## src/rtl/ysyx_25020037_ifu.sv

```systemverilog
// rtl/ysyx_25020037_ifu.sv - instruction fetch unit with single outstanding bus read
// Optional performance counters are built only when YSYX_25020037_IFU_PERF_EN is defined.
module ysyx_25020037_ifu #(
    parameter logic [31:0] RESET_PC = 32'h3000_0000
) (
    input  logic        clk,
    input  logic        rst_n,
    input  logic        npc_valid,
    input  logic [31:0] npc,
    output logic        ifu_arvalid,
    output logic [31:0] ifu_araddr,
    input  logic        ifu_arready,
    output logic        ifu_rready,
    input  logic        bus_rvalid,
    input  logic [31:0] bus_rdata,
    input  logic [1:0]  bus_rresp,
    output logic        ifu_rvalid,
    output logic [31:0] inst,
    output logic [31:0] pc,
    input  logic        idu_ready,
    output logic        ifu_fault,
    output logic [31:0] perf_fetch_cnt,
    output logic [31:0] perf_wait_cnt
);

    typedef enum logic [2:0] {
        S_BOOT,
        S_AR,
        S_R,
        S_DELIVER,
        S_WAIT_NPC
    } state_e;

    state_e      state_q, state_d;
    logic [31:2] fetch_pc_q, fetch_pc_d;
    logic [31:2] pend_npc_q, pend_npc_d;
    logic        pend_vld_q, pend_vld_d;
    logic [31:0] inst_q, inst_d;
    logic [31:2] pc_q, pc_d;
    logic        fault_q, fault_d;
    logic        deliver_hs;

    // Fetch addresses are word aligned, so the two low npc bits carry no information.
    logic unused_npc_lsbs;
    assign unused_npc_lsbs = ^npc[1:0];

    assign deliver_hs = (state_q == S_DELIVER) && idu_ready;

    always_ff @(posedge clk or negedge rst_n) begin
        if (!rst_n) begin
            state_q    <= S_BOOT;
            fetch_pc_q <= '0;
            pend_npc_q <= '0;
            pend_vld_q <= 1'b0;
            inst_q     <= '0;
            pc_q       <= '0;
            fault_q    <= 1'b0;
        end else begin
            state_q    <= state_d;
            fetch_pc_q <= fetch_pc_d;
            pend_npc_q <= pend_npc_d;
            pend_vld_q <= pend_vld_d;
            inst_q     <= inst_d;
            pc_q       <= pc_d;
            fault_q    <= fault_d;
        end
    end

    always_comb begin
        state_d    = state_q;
        fetch_pc_d = fetch_pc_q;
        pend_npc_d = pend_npc_q;
        pend_vld_d = pend_vld_q;
        inst_d     = inst_q;
        pc_d       = pc_q;
        fault_d    = fault_q;

        case (state_q)
            S_BOOT: begin
                state_d    = S_AR;
                fetch_pc_d = RESET_PC[31:2];
            end
            S_AR: begin
                if (ifu_arready) begin
                    state_d = S_R;
                end
                if (npc_valid) begin
                    pend_vld_d = 1'b1;
                    pend_npc_d = npc[31:2];
                end
            end
            S_R: begin
                if (bus_rvalid) begin
                    state_d = S_DELIVER;
                    inst_d  = bus_rdata;
                    pc_d    = fetch_pc_q;
                    fault_d = (bus_rresp != 2'b00);
                end
                if (npc_valid) begin
                    pend_vld_d = 1'b1;
                    pend_npc_d = npc[31:2];
                end
            end
            S_DELIVER: begin
                if (deliver_hs) begin
                    // A redirect arriving on the handshake cycle is newer than anything held.
                    pend_vld_d = 1'b0;
                    if (npc_valid) begin
                        state_d    = S_AR;
                        fetch_pc_d = npc[31:2];
                    end else if (pend_vld_q) begin
                        state_d    = S_AR;
                        fetch_pc_d = pend_npc_q;
                    end else begin
                        state_d = S_WAIT_NPC;
                    end
                end else if (npc_valid) begin
                    pend_vld_d = 1'b1;
                    pend_npc_d = npc[31:2];
                end
            end
            S_WAIT_NPC: begin
                if (npc_valid) begin
                    state_d    = S_AR;
                    fetch_pc_d = npc[31:2];
                end
            end
            default: begin
                state_d = S_BOOT;
            end
        endcase
    end

    assign ifu_arvalid = (state_q == S_AR);
    assign ifu_araddr  = {fetch_pc_q, 2'b00};
    assign ifu_rready  = (state_q == S_R);
    assign ifu_rvalid  = (state_q == S_DELIVER);
    assign inst        = inst_q;
    assign pc          = {pc_q, 2'b00};
    assign ifu_fault   = fault_q;

`ifdef YSYX_25020037_IFU_PERF_EN
    logic [31:0] perf_fetch_q, perf_fetch_d;
    logic [31:0] perf_wait_q, perf_wait_d;

    always_comb begin
        perf_fetch_d = perf_fetch_q;
        perf_wait_d  = perf_wait_q;
        if (deliver_hs) begin
            perf_fetch_d = perf_fetch_q + 32'd1;
        end
        if ((state_q == S_AR) || (state_q == S_R)) begin
            perf_wait_d = perf_wait_q + 32'd1;
        end
    end

    always_ff @(posedge clk or negedge rst_n) begin
        if (!rst_n) begin
            perf_fetch_q <= '0;
            perf_wait_q  <= '0;
        end else begin
            perf_fetch_q <= perf_fetch_d;
            perf_wait_q  <= perf_wait_d;
        end
    end

    assign perf_fetch_cnt = perf_fetch_q;
    assign perf_wait_cnt  = perf_wait_q;
`else
    assign perf_fetch_cnt = 32'd0;
    assign perf_wait_cnt  = 32'd0;
`endif

endmodule

```

## config.mk

```make
export PLATFORM = sky130hd
export DESIGN_NAME = ysyx_25020037_ifu
export DESIGN_NICKNAME = d
export VERILOG_FILES = /design/src/rtl/ysyx_25020037_ifu.sv
export SDC_FILE = /design/constraint.sdc
export NUM_CORES = 1
export LEC_CHECK = 0
export BUFFER_PORTS_ARGS = -buffer_cell sky130_fd_sc_hd__buf_2
export CAP_MARGIN = 20
export CORE_UTILIZATION = 44
export CTS_CLUSTER_DIAMETER = 150
export CTS_CLUSTER_SIZE = 10
export DETAILED_ROUTE_END_ITERATION = 6
export HOLD_SLACK_MARGIN = 0.08
export MAX_ROUTING_LAYER = met4
export PLACE_DENSITY_LB_ADDON = 0.1
export SLEW_MARGIN = 10
export SYNTH_ARGS = -nofsm -noshare
export SYNTH_HDL_FRONTEND = slang
export SYNTH_SLANG_ARGS = --single-unit
export TNS_END_PERCENT = 100
```

## constraint.sdc

```tcl
create_clock -name clk -period 2.1 [get_ports clk]
set_clock_uncertainty 0.15 [all_clocks]
set_input_delay 0.21 -clock clk [delete_from_list [all_inputs] [get_ports clk]]
set_output_delay 0.21 -clock clk [all_outputs]
set_load 0.01 [all_outputs]
```

==> results of run 1 <==
## state kept, by name, indices dropped and copies added (netlist names)
register	cells
inst	32
fetch_pc_q	30
pc_q	30
pend_npc_q	30
state_q	3
ifu_fault	1
pend_vld_q	1
## worst max-delay path, stage by stage (launching register included)
cell     delay [ns]
dfrtp_2        0.44
buf_4          0.17
nand3_1        0.13
buf_4          0.20
inv_1          0.13
buf_2          0.15
## cell usage after synthesis (all sizes together) (2+ instances only)
cell type	number
buf	92
inv	2
o2bb2ai	28
a21oi	4
mux2i	30
nor2	5
a2bb2oi	3
nand3b	2
nand2	4
dfrtp	127
mux2	122
nor3b	3
## timing repair
item / 4_1_cts / 5_1_grt
endpoints found under the setup margin: 1 / 14
endpoints found under the hold margin: 224 / 0
resized for setup: 2 / 1
hold buffers: 69 / 0
## cell type report
class / instances / area share
flip-flops and latches: 127 / 0.389
multi-input cells: 280 / 0.296
repair buffers: 256 / 0.216
clock buffers: 25 / 0.0617
well taps: 176 / 0.0269
clock inverters: 6 / 0.00978
inverters: 2 / 0.000917
## worst max-delay path by stage
stage                     depth (start not counted)                   end  slack (ns)
after global routing                              5            ifu_rvalid       0.007
after CTS                                         4            ifu_rvalid      0.0007
after floorplan                                   6  pc_q[10]$_DFFE_PN0P_        0.27
after global placement                            4  inst[31]$_DFFE_PN0P_        0.15
final                                             5            ifu_rvalid         0.1
after detailed placement                          4  inst[21]$_DFFE_PN0P_        0.11
## per-layer routing
layer / track usage / part of all wire / wire length, µm / up-vias
met1: 0.238 / 0.44 / 5520 / 1980
met3: 0.0421 / 0.049 / 626 / 24
met5: - / 0 / 0 / -
met2: 0.304 / 0.49 / 6180 / 169
li1: - / - / - / 1907
met4: 0.102 / 0.027 / 340 / 0
## metrics by stage
step	area (µm²)	power, mW	hold slack, ns	instances	utilization
after floorplan	6310	6.61	-0.236	502	-
after global placement	6910	7.92	-0.0492	772	0.517
after detailed placement	6910	8.05	-0.0427	772	0.517
after CTS	8190	11.1	0.230	872	0.613
after global routing	8190	11.6	0.262	872	0.613
final	8190	10.9	0.233	872	0.613
## report_power, final
part	switching, mW	total, mW	internal, mW
clock	0.981	2.87	1.89
combinational	1.91	3.87	1.96
sequential	0.612	4.19	3.58
total	3.50	10.9	7.43
## kinds of logic (layout without fill, tap and decap cells)
family          Yosys count  count (layout)  share of synthesized area
compound gates           39              39                     0.0543
buf+inv                  95             289                      0.120
flops                   127             127                      0.524
mux                     152             152                      0.276
simple gates             21              21                     0.0244
other cells               1              68                   0.000619
==> flow_summary_export.csv, run 1 <==
group,metric,value,unit
run_status,outcome,"finished, final reports clean",
logic_synthesis,synth-seq-area-share,0.524,
min_path,hold_path_class,"input pin to asynchronous set/reset pin",
critical_path,cp.required,1.74,ns
floorplanning,start_util,0.454,
timing,slew_headroom,0.532,
timing,maxSlewViolCount,0,
place,port_buffers,165,
logic_synthesis,ys_types,33,
global_route,grt_pass1_vias,4082,
cts,cts.clk_slew.worst_paths,0.05,ns
logic_synthesis,avgSynthCellArea,13.9,µm²
cts,root_buffer,"clkbuf_16",
timing,max_freq,0.500,GHz
cts,ctsLongestPathBuffers,2,
place,dp_hpwl,8410,µm
logic_synthesis,synthFlopType,"dfrtp_1",
cts,cts_tree,"yes",
global_route,grt_pass1_wl,20600,µm
finish,drive_above_1_share,0.333,
floorplanning,die_x,119,µm
drt,wl_per_cell,14.5,µm
global_route,antenna_found_initial,0,
finish,fill_cells,1059,
critical_path,cp-end-kind,"output pin",
logic_synthesis,netlist_top_cells_area,"dfrtp_1 52%, mux2_1 22%, buf_4 8.9%, mux2i_1 5.0%, o2bb2ai_1 4.0%",
timing,worst_slack,0.0982,ns
global_route,grt_max_degree,50,
finish,mostFrequentLayoutCell,"buf_2",
power,p_leak,4.14,nW
critical_path,startpoint,"state_q[0]$_DFFE_PN0P_",
logic_synthesis,synth_seq_cells,127,
floorplanning,die_h,119,µm
critical_path,cp.arrival,1.64,ns
logic_synthesis,syn_area,6060,µm²
finish,antenna_cells,0,
finish,multiInputGateArea,2420,µm²
drt,vias,4080,
drt,first_pass_iters,6,
critical_path,path_class,"flop to output pin",
place,place_ws,0.114,ns
critical_path,timing.rr.start,"state_q[1]$_DFFE_PN0P_",
timing,rsz0062_at_grt,"false",
timing,tns,0,ns
drt,drt-total-wl,12700,µm
logic_synthesis,synth_top_area_cell,"dfrtp_1",
critical_path,path_max_fanout,7,
timing,tightest_slew,0.699,ns
drt,drtIter0Drc,76,
finish,area.growth.synth_to_final,35.1,%
floorplanning,ios,236,
timing,fin_crit,2.00,ns
cts,postCtsSetupBuffers,0,
global_route,grtUsageTotal,0.195,
floorplanning,fp-row-count,42,
critical_path,reg2reg_to,"fetch_pc_q[12]$_DFFE_PN0P_",
drt,ant_nets,0,
finish,final_cell_mix,"164 x buf_2, 124 x dfrtp_1, 118 x mux2_1",
global_route,gr-total-overflow,0,
critical_path,ff2ff_path_depth,5,
floorplanning,die_area,14200,µm²
critical_path,cp-start-kind,"flop",
drt,drc,0,
floorplanning,coreArea,13300,µm²
logic_synthesis,synth_cells,435,
run,drv_cap,0,
timing,setup_viol,0,
cts,clock-sinks,127,
power,vdd_drop_max,653,µV
logic_synthesis,yosys_warnings,0,
timing,hold_violations,0,
logic_synthesis,synth_top_area_share,0.524,
cts,insertion_delay,0.41,ns
power,power.density,1330,nW/µm²
place,gp_congestion,0.730,
critical_path,rrSetupSlack,0.21,ns
finish,final_nets,756,
cts,htreeDepth,4,
timing,finalCritPeriodShare,0.953,
drt,via_per_inst,4.68,
finish,area.sequential,3180,µm²
cts,cts_buffers,17,
logic_synthesis,async_flop_share,1.00,
logic_synthesis,synth_edf_count,0,
Note: power is estimated with default switching activity, not from simulation.
==> inputs of run 2 (changes only) <==
--- a/config.mk
+++ b/config.mk
@@ -14,6 +14,7 @@
 export HOLD_SLACK_MARGIN = 0.08
 export MAX_ROUTING_LAYER = met4
 export PLACE_DENSITY_LB_ADDON = 0.1
+export RECOVER_POWER = 25
 export SLEW_MARGIN = 10
 export SYNTH_ARGS = -nofsm -noshare
 export SYNTH_HDL_FRONTEND = slang
==> run 2 against run 1 <==
Global-route usage unchanged. Fmax about the same. Hold slack improved by 0.025 ns. Combinational power about the same. Final cell count unchanged. Setup slack improved by 0.0015 ns.
==> flow_summary_export.csv, run 2 (synthesis gave the netlist of run 1 again) <==
group,metric,value,unit
run_status,outcome,"finished, final reports clean",
critical_path,path_max_fanout,7,
cts,insertion_delay,0.41,ns
timing,rsz0062_at_grt,"false",
power,power.density,1340,nW/µm²
global_route,grtUsageTotal,0.195,
cts,cts.clk_slew.worst_paths,0.05,ns
critical_path,cp_cell_sequence,"buf_4 -> nand3_1 -> buf_4 -> inv_1 -> buf_2",
place,placed_cells_incl_taps,772,
timing,maxSlewViolCount,0,
power,vdd_drop_max,674,µV
finish,post-route-util,0.611,
timing,max_freq,0.500,GHz
place,port_buffers,165,
critical_path,cpMaxStageDelayCell,"dfrtp_2",
finish,area.sequential,3180,µm²
critical_path,cp-start-kind,"flop",
drt,wl_per_cell,14.5,µm
timing,tightest_slew,1.19,ns
power,p_leak,4.12,nW
critical_path,cp_top_family,"buffers and inverters",
floorplanning,fp-row-count,42,
finish,layout.cells.non_filler,872,
critical_path,cp.required,1.74,ns
drt,ant_nets,0,
finish,largest_reg_flops,32,
floorplanning,die_x,119,µm
global_route,antenna_found_initial,0,
drt,first_pass_iters,4,
critical_path,path_buf_inv,4,
drt,drtIter0Drc,72,
floorplanning,die_h,119,µm
finish,final_cell_mix,"164 x buf_2, 124 x dfrtp_1, 118 x mux2_1",
drt,vias,4077,
cts,htreeDepth,4,
cts,ctsLongestPathBuffers,2,
critical_path,cp_common_cell,"buf_4",
critical_path,max_stage_delay,0.44,ns
finish,multiInputGateArea,2420,µm²
cts,clock-sinks,127,
finish,fill_cells,1062,
drt,drt-total-wl,12700,µm
critical_path,path_class,"flop to output pin",
floorplanning,coreArea,13300,µm²
min_path,hold_path_class,"input pin to flop",
finish,mostFrequentLayoutCell,"buf_2",
timing,hold_violations,0,
power,power,10.9,mW
finish,area.growth.synth_to_final,34.5,%
global_route,gr-total-overflow,0,
cts,cts_buffers,17,
run,drv_cap,0,
timing,finalCritPeriodShare,0.953,
place,gp_congestion,0.730,
global_route,grt_pass1_vias,4082,
drt,drc,0,
place,dp_hpwl,8410,µm
global_route,grt_max_degree,50,
finish,antenna_cells,0,
timing,tns,0,ns
critical_path,cp.arrival,1.64,ns
finish,drive_above_1_share,0.332,
floorplanning,ios,236,
cts,cts_tree,"yes",
timing,fin_crit,2.00,ns
drt,via_per_inst,4.68,
timing,setup_viol,0,
floorplanning,start_util,0.454,
critical_path,cp-end-kind,"output pin",
cts,root_buffer,"clkbuf_16",
floorplanning,die_area,14200,µm²
finish,final_nets,756,
timing,slew_headroom,0.210,
global_route,grt_pass1_wl,20600,µm
[run 2: cell types whose count changed in the layout (fill, tap and decap cells not counted), sizes merged]
cell and change:
buf -3, clkbuf +3
[run 2: final timing paths]
check,start,to,slack (ns),cells past startpoint
max,state_q[0]$_DFFE_PN0P_,ifu_rvalid,0.1,5
min,npc_valid,pend_vld_q$_DFFE_PN0P_,0.26,3
max reg2reg,state_q[1]$_DFFE_PN0P_,fetch_pc_q[12]$_DFFE_PN0P_,0.21,5
min reg2reg,pc_q[20]$_DFFE_PN0P_,pc_q[20]$_DFFE_PN0P_,0.32,1
max in group asynchronous,rst_n,pend_npc_q[16]$_DFFE_PN0P_,0.49,3
min in group asynchronous,rst_n,inst[20]$_DFFE_PN0P_,0.53,3
[run 2: final cells by class]
type                    count  share of cell area
clock inverters             6             0.00982
flip-flops and latches    127               0.390
inverters                   2            0.000921
multi-input cells         280               0.297
clock buffers              25              0.0620
well taps                 176              0.0270
repair buffers            256               0.213
[run 2: repair_timing]
item | CTS | global route
hold buffers | 69 | 0
buffers inserted | 0 | 0
hold endpoints to repair | 224 | 0
resized for setup | 2 | 1
setup endpoints to repair | 1 | 14
[run 2: worst register-to-register path, stage by stage (launching register included)]
cell and delay (ns):
dfrtp_2 0.49, and3_4 0.19, a21oi_2 0.18, a2bb2oi_4 0.22, buf_12 0.20, mux2_1 0.34
[run 2: stage by stage]
stage / instance area, µm² / worst slack (ns) / hold WS (ns)
after floorplan: 6310 / 0.265 / -0.236
after global placement: 6910 / 0.152 / -0.0492
after detailed placement: 6910 / 0.114 / -0.0427
after CTS: 8190 / 0.000709 / 0.230
after global routing: 8150 / 0.00686 / 0.263
final: 8150 / 0.0996 / 0.257
[run 2: routing by layer]
metal	part of all wire	GRT usage	up-vias
li1	-	-	1907
met1	0.44	0.238	1980
met2	0.49	0.304	166
met3	0.048	0.0421	24
met4	0.027	0.102	0
met5	0	-	-
[run 2: power by group]
| group | switching (mW) | internal, mW | total, mW |
|---|---|---|---|
| Sequential | 0.611 | 3.58 | 4.19 |
| Combinational | 1.90 | 1.95 | 3.86 |
| Clock | 0.982 | 1.89 | 2.87 |
